<file path="src/rtl/ram_nr1w_sync_clear.sv">
// Multi-read, single-write RAM with registered reads, byte-enable writes,
// write-first forwarding and a hardware clear sweep after reset or on request.
module ram_nr1w_sync_clear #(
    parameter int unsigned          DataWidth        = 32,
    parameter int unsigned          NumEntries       = 16,
    parameter int unsigned          NumReadPorts     = 2,
    parameter bit                   ClearOnReset     = 1'b1,
    parameter logic [DataWidth-1:0] ClearValue       = '0,
    parameter string                ReadmemhFilename = "memory_init_file.memh",
    localparam int unsigned         AddrWidth        = (NumEntries > 1) ? $clog2(NumEntries) : 1,
    localparam int unsigned         NumBytes         = DataWidth / 8
) (
    input  logic                              clk_i,
    input  logic                              reset_ni,
    input  logic                              init_i,
    output logic                              busy_o,
    input  logic                              wr_valid_i,
    input  logic [AddrWidth-1:0]              wr_addr_i,
    input  logic [DataWidth-1:0]              wr_data_i,
    input  logic [NumBytes-1:0]               wr_be_i,
    input  logic [NumReadPorts-1:0]           rd_valid_i,
    input  logic [NumReadPorts*AddrWidth-1:0] rd_addr_i,
    output logic [NumReadPorts-1:0]           rd_valid_o,
    output logic [NumReadPorts*DataWidth-1:0] rd_data_o
);

    typedef enum logic [0:0] {StIdle, StClear} state_e;

    localparam logic [AddrWidth:0]   Depth      = (AddrWidth + 1)'(NumEntries);
    localparam logic [AddrWidth-1:0] LastAddr   = AddrWidth'(NumEntries - 1);
    localparam state_e               ResetState = ClearOnReset ? StClear : StIdle;
    // Preloading from the file is left to the simulation environment.
    localparam bit unused_init_file = (ReadmemhFilename == "");

    state_e                            state_q, state_d;
    logic [AddrWidth-1:0]              cnt_q, cnt_d;
    logic [DataWidth-1:0]              mem_q [NumEntries];
    logic                              idle;
    logic                              wr_in_range;
    logic                              wr_en;
    logic [DataWidth-1:0]              wr_word;
    logic [AddrWidth-1:0]              rd_addr;
    logic [NumReadPorts-1:0]           rd_accept;
    logic [NumReadPorts-1:0]           rd_valid_q;
    logic [NumReadPorts*DataWidth-1:0] rd_data_q, rd_data_d;

    assign idle        = (state_q == StIdle);
    assign busy_o      = (state_q == StClear);
    assign wr_in_range = ({1'b0, wr_addr_i} < Depth);
    assign wr_en       = idle && wr_valid_i && !init_i && wr_in_range;

    always_comb begin
        state_d = state_q;
        cnt_d   = cnt_q;
        unique case (state_q)
            StIdle: begin
                if (init_i) begin
                    state_d = StClear;
                end
            end
            StClear: begin
                if (cnt_q == LastAddr) begin
                    state_d = StIdle;
                    cnt_d   = '0;
                end else begin
                    cnt_d = cnt_q + 1'b1;
                end
            end
            default: state_d = StIdle;
        endcase
    end

    // Post-write word: enabled bytes from the write data, the rest from old contents.
    always_comb begin
        wr_word = wr_in_range ? mem_q[wr_addr_i] : '0;
        for (int b = 0; b < NumBytes; b++) begin
            if (wr_be_i[b]) begin
                wr_word[8*b +: 8] = wr_data_i[8*b +: 8];
            end
        end
    end

    always_ff @(posedge clk_i) begin
        if (state_q == StClear) begin
            mem_q[cnt_q] <= ClearValue;
        end else if (wr_en) begin
            mem_q[wr_addr_i] <= wr_word;
        end
    end

    always_comb begin
        rd_addr   = '0;
        rd_accept = '0;
        rd_data_d = rd_data_q;
        for (int p = 0; p < NumReadPorts; p++) begin
            rd_addr      = rd_addr_i[p*AddrWidth +: AddrWidth];
            rd_accept[p] = rd_valid_i[p] && idle;
            if (rd_accept[p]) begin
                if ({1'b0, rd_addr} >= Depth) begin
                    rd_data_d[p*DataWidth +: DataWidth] = '0;
                end else if (wr_en && (wr_addr_i == rd_addr)) begin
                    rd_data_d[p*DataWidth +: DataWidth] = wr_word;
                end else begin
                    rd_data_d[p*DataWidth +: DataWidth] = mem_q[rd_addr];
                end
            end
        end
    end

    always_ff @(posedge clk_i or negedge reset_ni) begin
        if (!reset_ni) begin
            state_q    <= ResetState;
            cnt_q      <= '0;
            rd_valid_q <= '0;
            rd_data_q  <= '0;
        end else begin
            state_q    <= state_d;
            cnt_q      <= cnt_d;
            rd_valid_q <= rd_accept;
            rd_data_q  <= rd_data_d;
        end
    end

    assign rd_valid_o = rd_valid_q;
    assign rd_data_o  = rd_data_q;

endmodule

</file>
<file path="config.mk">
export PLATFORM = sky130hd
export DESIGN_NAME = ram_nr1w_sync_clear
export DESIGN_NICKNAME = d
export VERILOG_FILES = /design/src/rtl/ram_nr1w_sync_clear.sv
export SDC_FILE = /design/constraint.sdc
export NUM_CORES = 1
export LEC_CHECK = 0
export CAP_MARGIN = 0
export CELL_PAD_IN_SITES_DETAIL_PLACEMENT = 0
export CELL_PAD_IN_SITES_GLOBAL_PLACEMENT = 1
export CORE_MARGIN = 2
export CORE_UTILIZATION = 25
export CTS_CLUSTER_SIZE = 12
export DETAILED_ROUTE_END_ITERATION = 16
export PLACE_DENSITY = 0.46
export SYNTH_ARGS = -nofsm -noshare
export SYNTH_HDL_FRONTEND = slang
export SYNTH_SLANG_ARGS = --single-unit
</file>
<file path="constraint.sdc">
create_clock -name clk_i -period 11.2 [get_ports clk_i]
set_clock_uncertainty 0.2 [all_clocks]
set_input_delay 1.68 -clock clk_i [delete_from_list [all_inputs] [get_ports clk_i]]
set_output_delay 1.68 -clock clk_i [all_outputs]
set_load 0.01 [all_outputs]
</file>
==> impl_metrics.env, run 1 <==
export IMPL_grt_pass1_vias=20769
export IMPL_io_buffers=120
export IMPL_cts_buffers=69
export IMPL_coreArea_sq_um=125600
export IMPL_power_total_mw=7.593
export IMPL_multiInputGateArea_sq_um=13530
export IMPL_finalWorstSetupSlack_ns=5.765
export IMPL_seq_area_sq_um=17150
export IMPL_powerDensity_nw_per_um2=206.8
export IMPL_syn_inst=1756
export IMPL_worstPathCellList="clkdlybuf4s50_1, or3b_4, buf_4, a31oi_1, nor2_4, buf_4"
export IMPL_slew_headroom=0.1713
export IMPL_cp_max_fo=46
export IMPL_clk_latency_ns=0.62
export IMPL_tightest_slew_ns=1.239
export IMPL_dp_final_hpwl_microns=63820
export IMPL_fmaxAchievable_mhz=184.0
export IMPL_drtIter0Drc=1711
export IMPL_num_rows=130
export IMPL_power_leakage_nw=11.78
export IMPL_dp_worst_setup_slack_ns=5.151
export IMPL_clockBufferDepth=3
export IMPL_holdWs_ns=0.2972
export IMPL_grt_ovfl_total=0
export IMPL_cpPeakStageDelay_ns=0.81
export IMPL_synth_seq_cells=583
export IMPL_wl_per_cell_microns=33.78
export IMPL_syn_nets=1811
export IMPL_start_util=0.2520
export IMPL_dp_cells=3399
export IMPL_area_delta_synth_final_pct=16.03
export IMPL_instances_no_fill=3523
export IMPL_clock_sinks=583
export IMPL_max_cap_violations=0
export IMPL_h_tree_depth=3
export IMPL_synth_edf_count=512
export IMPL_die_h_microns=359.8
export IMPL_fin_setup_tns_ns=0
export IMPL_cts_root_buf="clkbuf_16"
export IMPL_ant_nets=0
export IMPL_post_cts_setup_buffers=0
export IMPL_synthArstFlopShare=0.1218
export IMPL_fp_dieW_microns=359.8
export IMPL_cts_tree="built"
export IMPL_drv_slew=0
export IMPL_fin_crit_sh=0.4853
export IMPL_nFillCells=12340
export IMPL_worst_path_max_delay_cell="nor2_4"
export IMPL_status="finished, final reports clean"
export IMPL_fin_crit_ns=5.435
export IMPL_crit_path_end_kind="register"
export IMPL_layout_drive_gt1_share=0.3403
export IMPL_grt_use_total=0.1821
export IMPL_via_per_inst=5.650
export IMPL_ys_seq_area_frac=0.5420
export IMPL_die_area_sq_um=129500
export IMPL_start_kind="input port"
export IMPL_antenna_found_initial=4
export IMPL_drc=0
export IMPL_rsz0062_at_grt="false"
export IMPL_via_count=19904
export IMPL_nets=1875
export IMPL_grt_max_degree=84
export IMPL_yosysWarningCount=0
export IMPL_path_class="input port to register"
export IMPL_setup_violations=0
export IMPL_ctsHoldBuffers=0
export IMPL_crit_required_ns=11.24
export IMPL_syn_area_sq_um=31650
export IMPL_syn_area_per_cell_sq_um=18.02
export IMPL_grt_first_pass_wirelength_microns=167300
export IMPL_ios=121
export IMPL_wl_microns=119000
export IMPL_hold_viol_final=0
export IMPL_clk_pin_slew_ns=0.05
export IMPL_crit_arrival_ns=5.48
export IMPL_cts_resized_gates=0
export IMPL_ys_types=54
export IMPL_peakVddDrop_mv=0.1086
export IMPL_hold_class="register to register"
export IMPL_ys_flop_type="edfxtp_1"
export IMPL_drt_pass1_iter_count=6
export IMPL_cpMostUsedCell="buf_4"
export IMPL_place_congestion=0.7609
==> cell usage after synthesis, drive strengths merged (5+ instances only) <==
cell / instances / area (sq um)
clkbuf: 89 / 395.4
mux2: 33 / 371.6
or4: 32 / 240.2
buf: 84 / 578.1
nor2: 87 / 326.6
o221ai: 64 / 691.9
o22a: 32 / 305.3
inv: 39 / 146.4
nand2: 40 / 150.1
o21ai: 68 / 340.3
xnor2: 5 / 43.79
a22oi: 33 / 247.7
edfxtp: 512 / 15370
nand2b: 42 / 262.8
mux4: 416 / 9534
a31oi: 39 / 244.0
dfrtp: 70 / 1752
mux2i: 32 / 320.3
==> state kept, by name (all words and copies together) (netlist names) <==
signal / cells
busy_o: 1
cnt_q: 4
mem_q: 512
rd_data_o: 64
rd_valid_o: 2
==> through the flow <==
step | instance area (sq um) | utilization
after floorplan | 31650 | -
after global placement | 34440 | 0.2743
after detailed placement | 34440 | 0.2743
after CTS | 36720 | 0.2924
after global routing | 36720 | 0.2924
final | 36720 | 0.2924
==> kinds of logic after synthesis <==
logic type | share of synthesized area
compound gates | 0.06088
buf+inv | 0.03550
simple gates | 0.03673
flops | 0.5420
xor+xnor | 0.001384
mux | 0.3231
fa+ha+maj | 0.0003953
==> critical path, delay by kind of cell <==
kind	cells	cell delay [ns]
buffers and inverters	3	1.73
AND/OR/NAND/NOR	2	1.51
AO/OA/AOI/OAI	1	0.48
==> report_power, final <==
group | leakage, nW | switching (mW) | total [mW] | internal [mW]
Clock | 1.12 | 0.930 | 2.31 | 1.38
Combinational | 4.97 | 1.17 | 2.03 | 0.859
Sequential | 5.69 | 0.356 | 3.25 | 2.89
==> path summary, 6_finish.rpt <==
path	startpoint	cells past startpoint	slack, ns	end
max	wr_valid_i	6	5.76	mem_q[0][24]$_DFFE_PP_
min	rd_data_o[43]$_DFFE_PN0P_	2	0.30	rd_data_o[43]$_DFFE_PN0P_
max reg2reg	busy_o$_DFF_PN1_	5	6.56	mem_q[0][24]$_DFFE_PP_
min reg2reg	rd_data_o[43]$_DFFE_PN0P_	2	0.30	rd_data_o[43]$_DFFE_PN0P_
max in group asynchronous	reset_ni	2	8.71	rd_data_o[16]$_DFFE_PN0P_
min in group asynchronous	reset_ni	1	0.81	rd_data_o[3]$_DFFE_PN0P_
==> cell usage in the layout, fill, tap and decap left out, drive strengths merged, types with 40 or more instances in the layout <==
cell type	Yosys	layout
inv	39	41
dfrtp	70	70
nor2	87	87
o21ai	68	68
nand2b	42	42
nand2	40	40
o221ai	64	64
edfxtp	512	512
clkbuf	89	92
mux4	416	416
clkdlybuf4s50	0	108
buf	84	56
==> per-layer routing <==
layer / GRT usage / up-vias / routed length, microns
met5: 0 / - / 25
met4: 0.05660 / 4 / 3682
met3: 0.02885 / 215 / 7101
met2: 0.2942 / 988 / 56280
met1: 0.2509 / 10960 / 51910
li1: - / 7737 / -
==> layout make-up <==
type | count | share of cell area
clock inverters | 33 | 0.01012
inverters | 40 | 0.004089
well taps | 1650 | 0.05622
repair buffers | 166 | 0.04188
multi-input cells | 960 | 0.3686
flip-flops and latches | 583 | 0.4671
clock buffers | 90 | 0.05196
diodes | 1 | 0.00006815
Note: power is estimated with default switching activity, not from simulation.
==> run 2, diff against run 1 <==
--- a/config.mk
+++ b/config.mk
@@ -12,7 +12,7 @@
 export CORE_UTILIZATION = 25
 export CTS_CLUSTER_SIZE = 12
 export DETAILED_ROUTE_END_ITERATION = 16
-export PLACE_DENSITY = 0.46
+export PLACE_DENSITY = 0.47
 export SYNTH_ARGS = -nofsm -noshare
 export SYNTH_HDL_FRONTEND = slang
 export SYNTH_SLANG_ARGS = --single-unit
==> constraint.sdc (replaced) <==
create_clock -name clk_i -period 4.6 [get_ports clk_i]
set_clock_uncertainty 0.2 [all_clocks]
set_input_delay 0.69 -clock clk_i [delete_from_list [all_inputs] [get_ports clk_i]]
set_output_delay 0.69 -clock clk_i [all_outputs]
set_load 0.01 [all_outputs]
==> impl_metrics.env, run 2 (synthesis gave the netlist of run 1 again) <==
export IMPL_fp_dieW_microns=359.8
export IMPL_max_cap_violations=0
export IMPL_post_route_cell_area_sq_um=37240
export IMPL_cts_root_buf="clkbuf_16"
export IMPL_layout_drive_gt1_share=0.3533
export IMPL_fin_crit_sh=0.7318
export IMPL_h_tree_depth=3
export IMPL_clockBufferDepth=3
export IMPL_grt_ovfl_total=0
export IMPL_cts_tree="built"
export IMPL_grt_pass1_vias=20557
export IMPL_io_buffers=120
export IMPL_grt_max_degree=86
export IMPL_ant_nets=0
export IMPL_grt_use_total=0.1799
export IMPL_hold_viol_final=0
export IMPL_crit_arrival_ns=3.56
export IMPL_place_congestion=0.7792
export IMPL_drc=0
export IMPL_wl_microns=118400
export IMPL_wl_per_cell_microns=33.20
export IMPL_die_area_sq_um=129500
export IMPL_cp_max_fo=32
export IMPL_start_util=0.2520
export IMPL_slew_headroom=0.3112
export IMPL_dp_final_hpwl_microns=68110
export IMPL_start_kind="register"
export IMPL_cts_buffers=69
export IMPL_status="finished, final reports clean"
export IMPL_die_h_microns=359.8
export IMPL_peakVddDrop_mv=0.2511
export IMPL_fmaxAchievable_mhz=297.0
export IMPL_nets=1916
export IMPL_cts_resized_gates=0
export IMPL_nFillCells=12284
export IMPL_path_class="register to register"
export IMPL_fin_setup_tns_ns=0
export IMPL_clock_sinks=583
export IMPL_post_dp_cell_area_sq_um=35040
export IMPL_rsz0062_at_grt="false"
export IMPL_post_cts_setup_buffers=0
export IMPL_drtIter0Drc=2501
export IMPL_power_total_mw=18.45
export IMPL_holdWs_ns=0.01898
export IMPL_num_rows=130
export IMPL_crit_path_end_kind="register"
export IMPL_drv_slew=0
export IMPL_fin_util=0.2965
export IMPL_clk_pin_slew_ns=0.06
export IMPL_setup_violations=0
export IMPL_num_antenna_cells=0
export IMPL_largest_reg_flops=512
export IMPL_drt_pass1_iter_count=7
export IMPL_regMostFlops="mem_q"
export IMPL_area_delta_synth_final_pct=17.66
export IMPL_antenna_found_initial=2
export IMPL_crit_required_ns=4.80
export IMPL_fin_crit_ns=3.366
export IMPL_ctsHoldBuffers=0
export IMPL_tightest_slew_ns=1.028
export IMPL_hold_class="input port to async pin"
export IMPL_powerDensity_nw_per_um2=495.4
export IMPL_coreArea_sq_um=125600
export IMPL_grt_first_pass_wirelength_microns=163400
export IMPL_final_common_cell="edfxtp_1"
export IMPL_ios=121
export IMPL_via_per_inst=5.563
export IMPL_via_count=19839
export IMPL_clk_latency_ns=0.63
export IMPL_power_leakage_nw=12.02
export IMPL_mostFrequentLayoutCells="edfxtp_1 (512), mux4_2 (372), clkdlybuf4s50_1 (108)"
-- run 2: cell types whose count changed in the layout (fill, tap and decap cells not counted), sizes merged --
cell      change
buf          +41
bufinv        -3
clkbuf        -2
clkinv        +3
clkinvlp      +2
diode         -1
inv           +3
-- run 2: power by group --
| part | switching (mW) | internal (mW) |
|---|---|---|
| clock | 2.27 | 3.15 |
| combinational | 2.91 | 2.23 |
| sequential | 0.858 | 7.03 |
| total | 6.04 | 12.4 |
-- run 2: final cells by class --
class	count	area (sq um)	area share
Sequential cell	583	17150	0.4606
Multi-Input combinational cell	960	13520	0.3630
Timing Repair Buffer	207	2156	0.05789
Tap cell	1650	2064	0.05544
Clock buffer	88	1859	0.04993
Clock inverter	38	337.8	0.009072
Inverter	40	150.1	0.004032
-- run 2: worst paths after layout --
path                                            from                         to  slack (ns)  depth (start not counted)
min in group clk_i         rd_data_o[40]$_DFFE_PN0P_  rd_data_o[40]$_DFFE_PN0P_        0.29                          2
max in group asynchronous                   reset_ni  rd_data_o[52]$_DFFE_PN0P_        3.20                          2
max                                 busy_o$_DFF_PN1_  rd_data_o[52]$_DFFE_PN0P_        1.23                          6
min                                         reset_ni   rd_data_o[2]$_DFFE_PN0P_        0.02                          1
min reg2reg                rd_data_o[40]$_DFFE_PN0P_  rd_data_o[40]$_DFFE_PN0P_        0.29                          2
max reg2reg                         busy_o$_DFF_PN1_  rd_data_o[52]$_DFFE_PN0P_        1.23                          6
-- run 2: critical path, cell delays in order, from the launching register on --
cell,delay (ns)
dfstp_2,0.77
or3b_4,0.30
buf_4,0.37
a221o_1,0.27
a31o_2,0.15
buf_4,0.64
o221ai_1,0.37
-- run 2: metal layers --
metal / track usage / vias to the layer above / part of all wire
met5: 0 / - / 0
met1: 0.2348 / 10741 / 0.42
met3: 0.03907 / 247 / 0.072
met4: 0.07662 / 0 / 0.041
li1: - / 7841 / -
met2: 0.2888 / 1010 / 0.47
-- run 2: through the flow --
step / setup WS [ns] / instances
finish: 1.234 / 3566
detailed placement: 0.5634 / 3440
global route: 1.006 / 3566
CTS: 1.213 / 3566
floorplan: 0.6805 / 1756
global placement: 0.5686 / 3440
